<file path="src/rtl/cdb_broadcaster_pkg.sv">
// Shared definitions for the common-data-bus transmit side.
//   NUM_FU      number of result producers on the bus
//   RESULT_W    result data width
//   TAG_W       reservation-station label width
//   LABEL_NONE  label meaning "no producer / value already valid"
//   fuIdx_e     producer index on require/requireAC (ALU, MUL, DIV, load/store)
//   wrapInc     increment modulo n, used for the round-robin pointer
package cdb_broadcaster_pkg;

  localparam int unsigned NUM_FU   = 4;
  localparam int unsigned RESULT_W = 32;
  localparam int unsigned TAG_W    = 4;

  localparam logic [TAG_W-1:0] LABEL_NONE = '0;

  typedef enum logic [1:0] {
    FU_ALU = 2'd0,
    FU_MUL = 2'd1,
    FU_DIV = 2'd2,
    FU_LS  = 2'd3
  } fuIdx_e;

  function automatic int unsigned wrapInc(input int unsigned v, input int unsigned n);
    return (v + 32'd1 >= n) ? 32'd0 : v + 32'd1;
  endfunction

endpackage

</file>
<file path="src/rtl/cdb_broadcaster_rr_pick.sv">
// Combinational round-robin picker.
// Grants the first set bit of valid at or after index ptr, wrapping modulo
// NUM_SRC.
//   valid  in   NUM_SRC  occupied slots
//   ptr    in   PTR_W    highest-priority index this cycle
//   grant  out  NUM_SRC  one-hot grant (all zero when nothing is valid)
//   any    out  1        some slot was granted
module rr_pick
  import cdb_broadcaster_pkg::*;
#(
  parameter int unsigned NUM_SRC = NUM_FU,
  parameter int unsigned PTR_W   = 2
) (
  input  logic [NUM_SRC-1:0] valid,
  input  logic [PTR_W-1:0]   ptr,
  output logic [NUM_SRC-1:0] grant,
  output logic               any
);

  always_comb begin
    logic [PTR_W-1:0] idx;
    grant = '0;
    any   = 1'b0;
    idx   = '0;
    for (int unsigned k = 0; k < NUM_SRC; k++) begin
      idx = PTR_W'((32'(ptr) + k) % NUM_SRC);
      if (!any && valid[idx]) begin
        grant[idx] = 1'b1;
        any        = 1'b1;
      end
    end
  end

endmodule

</file>
<file path="src/rtl/cdb_broadcaster.sv">
// Common data bus transmit side. Each producer owns a one-entry result slot;
// one occupied slot per cycle is chosen round-robin and driven onto the
// registered broadcast seen by the register file and reservation stations.
//   clk        in   1                rising-edge clock
//   nRST       in   1                asynchronous active-low reset
//   require    in   NUM_SRC          per-unit result valid
//   dataIn     in   NUM_SRC*DATA_W   per-unit result, slice i = [i*DATA_W +: DATA_W]
//   labelIn    in   NUM_SRC*LABEL_W  per-unit producer label, slice i = [i*LABEL_W +: LABEL_W]
//   requireAC  out  NUM_SRC          per-unit accept (combinational)
//   BCEN       out  1                broadcast valid
//   BClabel    out  LABEL_W          broadcast label
//   BCdata     out  DATA_W           broadcast data
//   busy       out  NUM_SRC          slot occupied
module cdb_broadcaster
  import cdb_broadcaster_pkg::*;
#(
  parameter int unsigned NUM_SRC = NUM_FU,
  parameter int unsigned DATA_W  = RESULT_W,
  parameter int unsigned LABEL_W = TAG_W
) (
  input  logic                       clk,
  input  logic                       nRST,
  input  logic [NUM_SRC-1:0]         require,
  input  logic [NUM_SRC*DATA_W-1:0]  dataIn,
  input  logic [NUM_SRC*LABEL_W-1:0] labelIn,
  output logic [NUM_SRC-1:0]         requireAC,
  output logic                       BCEN,
  output logic [LABEL_W-1:0]         BClabel,
  output logic [DATA_W-1:0]          BCdata,
  output logic [NUM_SRC-1:0]         busy
);

  localparam int unsigned PTR_W = (NUM_SRC > 1) ? $clog2(NUM_SRC) : 1;

  logic [NUM_SRC-1:0] slotValid;
  logic [LABEL_W-1:0] slotLabel [NUM_SRC];
  logic [DATA_W-1:0]  slotData  [NUM_SRC];

  logic [PTR_W-1:0]   ptr;
  logic [NUM_SRC-1:0] grant;
  logic               anyValid;
  logic [PTR_W-1:0]   grantIdx;
  logic [LABEL_W-1:0] grantLabel;
  logic [DATA_W-1:0]  grantData;

  rr_pick #(
    .NUM_SRC (NUM_SRC),
    .PTR_W   (PTR_W)
  ) uPick (
    .valid (slotValid),
    .ptr   (ptr),
    .grant (grant),
    .any   (anyValid)
  );

  // A slot being broadcast this cycle is free again at the edge, so it may
  // take the next result at the same time (one result per unit per cycle).
  always_comb begin
    requireAC = require & {NUM_SRC{nRST}} & (~slotValid | grant);
    busy      = slotValid;
  end

  always_comb begin
    grantIdx   = '0;
    grantLabel = '0;
    grantData  = '0;
    for (int unsigned i = 0; i < NUM_SRC; i++) begin
      if (grant[i]) begin
        grantIdx   = PTR_W'(i);
        grantLabel = slotLabel[i];
        grantData  = slotData[i];
      end
    end
  end

  // Label-none results are accepted to release the producer but never
  // occupy the slot, so they can never reach the bus.
  always_ff @(posedge clk or negedge nRST) begin
    if (!nRST) begin
      slotValid <= '0;
      for (int unsigned i = 0; i < NUM_SRC; i++) begin
        slotLabel[i] <= '0;
        slotData[i]  <= '0;
      end
    end else begin
      for (int unsigned i = 0; i < NUM_SRC; i++) begin
        if (requireAC[i]) begin
          slotValid[i] <= (labelIn[i*LABEL_W +: LABEL_W] != LABEL_W'(LABEL_NONE));
          slotLabel[i] <= labelIn[i*LABEL_W +: LABEL_W];
          slotData[i]  <= dataIn[i*DATA_W +: DATA_W];
        end else if (grant[i]) begin
          slotValid[i] <= 1'b0;
        end
      end
    end
  end

  // Idle cycles clear the label but keep the last data word on the bus.
  always_ff @(posedge clk or negedge nRST) begin
    if (!nRST) begin
      ptr     <= '0;
      BCEN    <= 1'b0;
      BClabel <= '0;
      BCdata  <= '0;
    end else if (anyValid) begin
      ptr     <= PTR_W'(wrapInc(32'(grantIdx), NUM_SRC));
      BCEN    <= 1'b1;
      BClabel <= grantLabel;
      BCdata  <= grantData;
    end else begin
      BCEN    <= 1'b0;
      BClabel <= '0;
    end
  end

endmodule

</file>
<file path="config.mk">
export PLATFORM = sky130hd
export DESIGN_NAME = cdb_broadcaster
export DESIGN_NICKNAME = d
export VERILOG_FILES = /design/src/rtl/cdb_broadcaster_pkg.sv /design/src/rtl/cdb_broadcaster_rr_pick.sv /design/src/rtl/cdb_broadcaster.sv
export SDC_FILE = /design/constraint.sdc
export NUM_CORES = 1
export LEC_CHECK = 0
export BUFFER_PORTS_ARGS = -buffer_cell sky130_fd_sc_hd__buf_2
export CORE_MARGIN = 4
export CORE_UTILIZATION = 49
export DETAILED_ROUTE_END_ITERATION = 6
export HOLD_SLACK_MARGIN = 0.03
export PLACE_DENSITY = 0.72
export SETUP_SLACK_MARGIN = 0.15
export SLEW_MARGIN = 20
export SYNTH_ARGS = -nofsm -noshare
export SYNTH_HDL_FRONTEND = slang
export SYNTH_SLANG_ARGS = --single-unit
</file>
<file path="constraint.sdc">
create_clock -name clk -period 3.03 [get_ports clk]
set_clock_uncertainty 0.1 [all_clocks]
set_input_delay 0.303 -clock clk [delete_from_list [all_inputs] [get_ports clk]]
set_output_delay 0.303 -clock clk [all_outputs]
set_load 0.1 [all_outputs]
</file>
Yosys cells after proc, flatten, opt, wreduce, memory -nomap -nowiden

Cells that the tools add are included.

Register bits: 187
Bits of input ports: 150
Output and inout bits: 45
Word-level logic and storage cells: 100

$add $sub $neg: 4
Order comparisons: 9
Mux-type cells: 46
Bitwise gates (word level): 7
Reductions and logical operators: 18

Operator list:

| cell                                                               | count |
|---|---|
| two-way mux 32 bit                                                 | 4 |
| two-way mux 4 bit                                                  | 9 |
| two-way mux 1 bit                                                  | 22 |
| bitwise OR 4 bit                                                   | 4 |
| nonzero test 4 bit                                                 | 4 |
| less-than comparator 2 x 3 -> 1 bit (second input constant)        | 4 |
| AND 4 bit                                                          | 2 |
| binary-select mux 1 bit (select 2 bit)                             | 4 |
| demux 1 bit (select 2 bit)                                         | 4 |
| greater-or-equal comparator 2 x 1 -> 1 bit (second input constant) | 4 |
| nonzero test 2 bit                                                 | 4 |
| logical AND 1 bit                                                  | 7 |
| two-way mux 2 bit                                                  | 3 |
| adder 2 bit (second input constant)                                | 2 |
| inverter 4 bit                                                     | 1 |
| adder 2 x 1 -> 3 bit (second input constant)                       | 1 |
| greater-or-equal comparator 3 bit (second input constant)          | 1 |
| logical NOT 1 bit                                                  | 3 |
| adder 2 x 1 -> 2 bit (second input constant)                       | 1 |

Logic depth before layout (Yosys ltp)

Depth in word-level cells: 18
Mapped depth: 12
Depth with buffers taken out: 8

By module

Synthesis repeated with hierarchy kept, for this count alone.

Cells, all modules: 674
Area, all modules: 8361.8 sq um

Modules (own cells, without submodules):

| module          | instances | cells each | area an instance (sq um) | sequential area each (sq um) |
|---|---|---|---|---|
| cdb_broadcaster | 1         | 612        | 7867.5                   | 4679.5 |
| rr_pick         | 1         | 62         | 494.2                    | 0.0 |

Worst setup path before layout

Ideal clock, no wire load.

Path kind: register to register
Start: register slotValid[1], in the netlist busy[1]
End: register slotData[32] in the netlist's numbering
Setup time: 125 ps
Data arrival time: 3237 ps
Required time: 2805 ps
Path slack: -432 ps
Stages on the path, launching flop included: 9
Path buffers: 2
Clock period less this slack: 3462 ps
Cell sequence: dfrtp_1 or3b_1 a2111oi_4 o21a_1 buf_2 nor3_2 a21oi_4 buf_6 mux2_2

Word-level cells in the longest chain between the ends: 14
Elaborated cells between the ends (all ways): 26
Those cells by class: mux (15); bitwise (5); reduce/logical (6)

RTL lines:

| what                                    | RTL line                      | text |
|---|---|---|
| start, declared                         | cdb_broadcaster.sv:35         | `logic [NUM_SRC-1:0] slotValid;` |
| start signal, assigned by index         | cdb_broadcaster.sv:88         | `slotValid[i] <= (labelIn[i*LABEL_W +: LABEL_W] != LABEL_W'(LABEL_NONE));` |
| binary-select mux 1 bit (select 2 bit)  | cdb_broadcaster_rr_pick.sv:27 | `if (!any && valid[idx]) begin` |
| two-way mux 1 bit (implied by the code) | cdb_broadcaster_rr_pick.sv:27 |  |
| two-way mux 1 bit                       | cdb_broadcaster_rr_pick.sv:27 |  |
| logical NOT 1 bit                       | cdb_broadcaster_rr_pick.sv:27 |  |
| logical AND 1 bit                       | cdb_broadcaster_rr_pick.sv:27 |  |
| two-way mux 1 bit                       | cdb_broadcaster_rr_pick.sv:27 |  |
| logical NOT 1 bit                       | cdb_broadcaster_rr_pick.sv:27 |  |
| logical AND 1 bit                       | cdb_broadcaster_rr_pick.sv:27 |  |
| two-way mux 1 bit                       | cdb_broadcaster_rr_pick.sv:27 |  |
| logical NOT 1 bit                       | cdb_broadcaster_rr_pick.sv:27 |  |
| logical AND 1 bit                       | cdb_broadcaster_rr_pick.sv:27 |  |
| two-way mux 4 bit *                     | cdb_broadcaster_rr_pick.sv:27 |  |
| bitwise OR 4 bit *                      | cdb_broadcaster.sv:59         | `requireAC = require & {NUM_SRC{nRST}} & (~slotValid \| grant);` |
| AND 4 bit *                             | cdb_broadcaster.sv:59         |  |
| via requireAC[2]                        | cdb_broadcaster.sv:26         | `output logic [NUM_SRC-1:0] requireAC,` |
| end signal, assigned by index           | cdb_broadcaster.sv:90         | `slotData[i] <= dataIn[i*DATA_W +: DATA_W];` |
| end, declared                           | cdb_broadcaster.sv:37         | `logic [DATA_W-1:0] slotData [NUM_SRC];` |

The timed path passes the listed nets; every way through them passes the cells marked *. The select of a mux whose other input is x is not followed.
A chain may end at the register's enable or synchronous reset.

Worst setup path in the final report

Start: register ptr[0]
End: output requireAC[2]

Word-level cells in the longest chain between the ends: 14
Elaborated cells between the ends (all ways): 49
Those cells by class: add/sub (3); order compare (8); mux (23); bitwise (5); reduce/logical (10)

RTL lines:

| what                                                                                         | RTL line                      | text |
|---|---|---|
| start, declared                                                                              | cdb_broadcaster.sv:39         | `logic [PTR_W-1:0] ptr;` |
| start signal, assigned                                                                       | cdb_broadcaster.sv:106        | `ptr <= PTR_W'(wrapInc(32'(grantIdx), NUM_SRC));` |
| parallel branches: the longest is 11 deep, another holds less-than comparator 2 x 3 -> 1 bit | --                            |  |
| two-way mux 4 bit *                                                                          | cdb_broadcaster_rr_pick.sv:27 |  |
| bitwise OR 4 bit *                                                                           | cdb_broadcaster.sv:59         |  |
| AND 4 bit *                                                                                  | cdb_broadcaster.sv:59         |  |
| end, declared                                                                                | cdb_broadcaster.sv:26         |  |

Mark *: on every way between the ends. The select of a mux whose other input is x is not followed.

==> impl_metrics.py <==
metrics = {
    "drt": {
        "wirelength_mm": 28.8,
        "drt_iter0_drc": 642,
        "via_per_inst": 5.86,
        "drc": 0,
        "ant_nets": 0,
        "dr.pass1.iters": 5,
        "vias": 7634,
        "wire_per_inst_um": 22.1,
    },
    "yosys": {
        "yosys_warnings": 0,
        "synthAdderAreaFrac_pct": 0.854,
        "ys_seq_area_share_pct": 53.2,
        "syn_area_um2": 8790,
        "synth-edff-count": 0,
        "syn_nets": 870,
        "synth_flop_cell": "dfrtp_1",
        "synth_compound_area_share_pct": 16.1,
        "synth_top_family_by_area": "multiplexers",
        "syn_avg_cell_area_um2": 12.3,
        "ys_types": 47,
        "async_reset_ff_share_pct": 100,
        "syn_inst": 714,
        "yosys.area_share.simple_pct": 5.25,
        "synth_area_leader_cell": "dfrtp_1",
        "synthMuxAreaShare_pct": 19.2,
        "ys_seq_elements": 187,
        "synth_top_cell_area_share_pct": 53.2,
        "synthTopCellsByArea": "dfrtp_1 53%, mux2_2 18%, o31a_1 3.2%",
        "synth_xor_area_share_pct": 0,
    },
    "layout": {
        "stdcell_count": 1302,
        "multi_input_area_um2": 4120,
        "drive_above_1_share_pct": 44.6,
        "area_growth_syn_to_layout_pct": 46.8,
        "final_cell_area_um2": 12900,
        "antenna_cells": 0,
        "nFillCells": 1103,
        "layout_common_cells": "189 x buf_2, 182 x dfrtp_1, 143 x dlygate4sd3_1, 81 x mux2_4, 63 x mux2_2",
        "finalNetCount": 1220,
        "layout_commonest_cell": "buf_2",
        "regArea_um2": 4690,
    },
    "power_and_ir_drop": {
        "p_leak_nw": 5.82,
        "p_switching_mw": 8.10,
        "vdd_drop_max_mv": 0.925,
        "combPwrFrac_pct": 59.9,
        "p_per_area_nw_per_um2": 1340,
        "finalPower_mw": 17.3,
        "p_int_mw": 9.19,
        "clockPowerShare_pct": 12.9,
        "switching_share_pct": 46.8,
        "seqPwrFrac_pct": 27.2,
    },
    "grt": {
        "grt_use_total_pct": 28.6,
        "grt_pass1_vias": 8027,
        "grt_pass1_wl_mm": 44.6,
        "grt_max_degree": 80,
        "antenna_found_initial": 0,
        "gr-total-overflow": 0,
    },
    "cts": {
        "numCtsBuffers": 17,
        "clock-root-buffer": "clkbuf_16",
        "cts_tree": "done",
        "clock-sinks": 187,
        "cts_buffer_depth": 2,
        "cts.clk_slew.worst_paths_ns": 0.07,
        "clk_latency_ns": 0.44,
        "h-tree-depth": 4,
    },
    "floorplan": {
        "io_pins": 195,
        "dieArea_um2": 20200,
        "num_rows": 48,
        "coreArea_um2": 17400,
        "die_x_um": 142,
        "die_h_um": 142,
        "start_util_pct": 50.5,
    },
    "setup_path": {
        "endpoint_kind": "output port",
        "r2r_slack_ns": 0.14,
        "path_max_fanout": 8,
        "start_kind": "register",
        "criticalPathCategory": "register to output port",
        "cp.arrival_ns": 2.68,
        "cp.required_ns": 2.63,
    },
    "placement": {
        "portBuffers": 194,
        "dpl_worst_slack_ns": 0.136,
        "dp_cells": 1102,
        "dp_hpwl_mm": 16.6,
        "placed_cell_area_um2": 10500,
        "place_congestion": 0.811,
    },
    "timing": {
        "rsz0062_at_grt": "yes",
        "finalHoldViolations": 0,
        "worst_pin_slew_ns": 0.842,
        "setup_ws_ns": -0.0556,
        "fin_crit_ns": 3.09,
        "post-route-period-util_pct": 102,
        "setup_viol_count_final": 3,
        "max_freq_ghz": 0.324,
        "drv_slew": 0,
        "max-slew-margin-rel_pct": 43.9,
        "setup_tns_ns": -0.143,
    },
    "min_path": {
        "hold_path.class": "primary input to register",
    },
    "run_status": {
        "violations": "negative setup slack",
        "outcome": "finished with violations",
    },
    "flow_run": {
        "maxCapViolCount": 0,
    },
}
critical path: stages (launching register included):
cell      delay (ns)
dfrtp_2         0.41
inv_2           0.07
ha_4            0.29
mux4_2          0.41
nand3b_1        0.27
a21oi_4         0.20
nor3_4          0.08
a21oi_4         0.21
buf_8           0.13
buf_12          0.17
logic make-up after synthesis:
kind of cell               count (synthesis)
adders and majority gates                  6
DFF                                      187
buffers and inverters                    100
muxes                                    147
and+or+nand+nor                           78
AOI/OAI and AO/OA                        196
Yosys cell counts (2+ instances only):
library cell / instances
nand4_1: 32
o21ai_0: 9
ha_1: 6
o31a_1: 32
o22ai_1: 32
buf_6: 9
nand3b_1: 3
nand2_1: 13
o41ai_1: 4
inv_1: 37
o21ba_2: 4
nor2b_1: 2
mux2_1: 6
clkbuf_1: 33
or2_2: 2
a21oi_4: 4
mux2_2: 138
a31oi_1: 32
nor3_1: 4
a211oi_1: 36
nor2_1: 3
and2_1: 2
o21a_1: 2
nand2b_1: 4
a21oi_1: 33
mux4_2: 3
buf_2: 17
dfrtp_1: 187
nor4_1: 4
nand3_1: 2
buf_4: 3
state kept, by name, indices dropped and copies added (netlist names):
signal and cells:
slotData 128, BCdata 32, slotLabel 16, BClabel 4
busy 4, ptr 2, BCEN 1
routing by layer:
layer	vias up	track usage, %	wire [um]
li1	3394	-	-
met1	3849	37.5	11900
met2	335	48.5	14500
met3	56	5.31	1830
met4	0	9.49	636
met5	-	0	0
final cells by class:
type                    count  area share (%)
well taps                 225            2.18
clock inverters            15            1.24
clock buffers              17            3.29
repair buffers            394            24.0
multi-input cells         427            31.9
inverters                  37            1.08
flip-flops and latches    187            36.3
stage by stage:
stage / util (%) / hold WS, ns
floorplan: - / -0.0926
global placement: 60.1 / 0.154
detailed placement: 60.1 / 0.155
CTS: 73.0 / 0.0318
global route: 74.1 / 0.0383
finish: 74.1 / 0.0426
final timing paths:
path                                   start            end  cells after the start
worst max-delay path                  ptr[0]   requireAC[2]                      9
worst min-delay path              labelIn[7]  slotLabel[11]                      2
worst max register to register        ptr[0]   slotData[97]                     10
worst min register to register  slotData[69]   slotData[69]                      1
max in group asynchronous               nRST   slotData[79]                      3
min in group asynchronous               nRST   slotData[96]                      2
power by group through the flow:
stage               Clock [mW]  Combinational, mW  Sequential (mW)
floorplan                    0               5.53             6.24
global placement             0               9.15             4.66
detailed placement           0               9.28             4.68
CTS                       2.25               9.78             4.65
global route              2.36               11.0             4.82
finish                    2.24               10.4             4.70
what timing repair did:
action,CTS,global route
pin swaps,11,8
setup endpoints to repair,40,161
buffers inserted,19,4
cloned,1,1
hold buffers,142,1
hold endpoints to repair,180,1
resized for setup,17,30
Note: power is estimated with default switching activity, not from simulation.
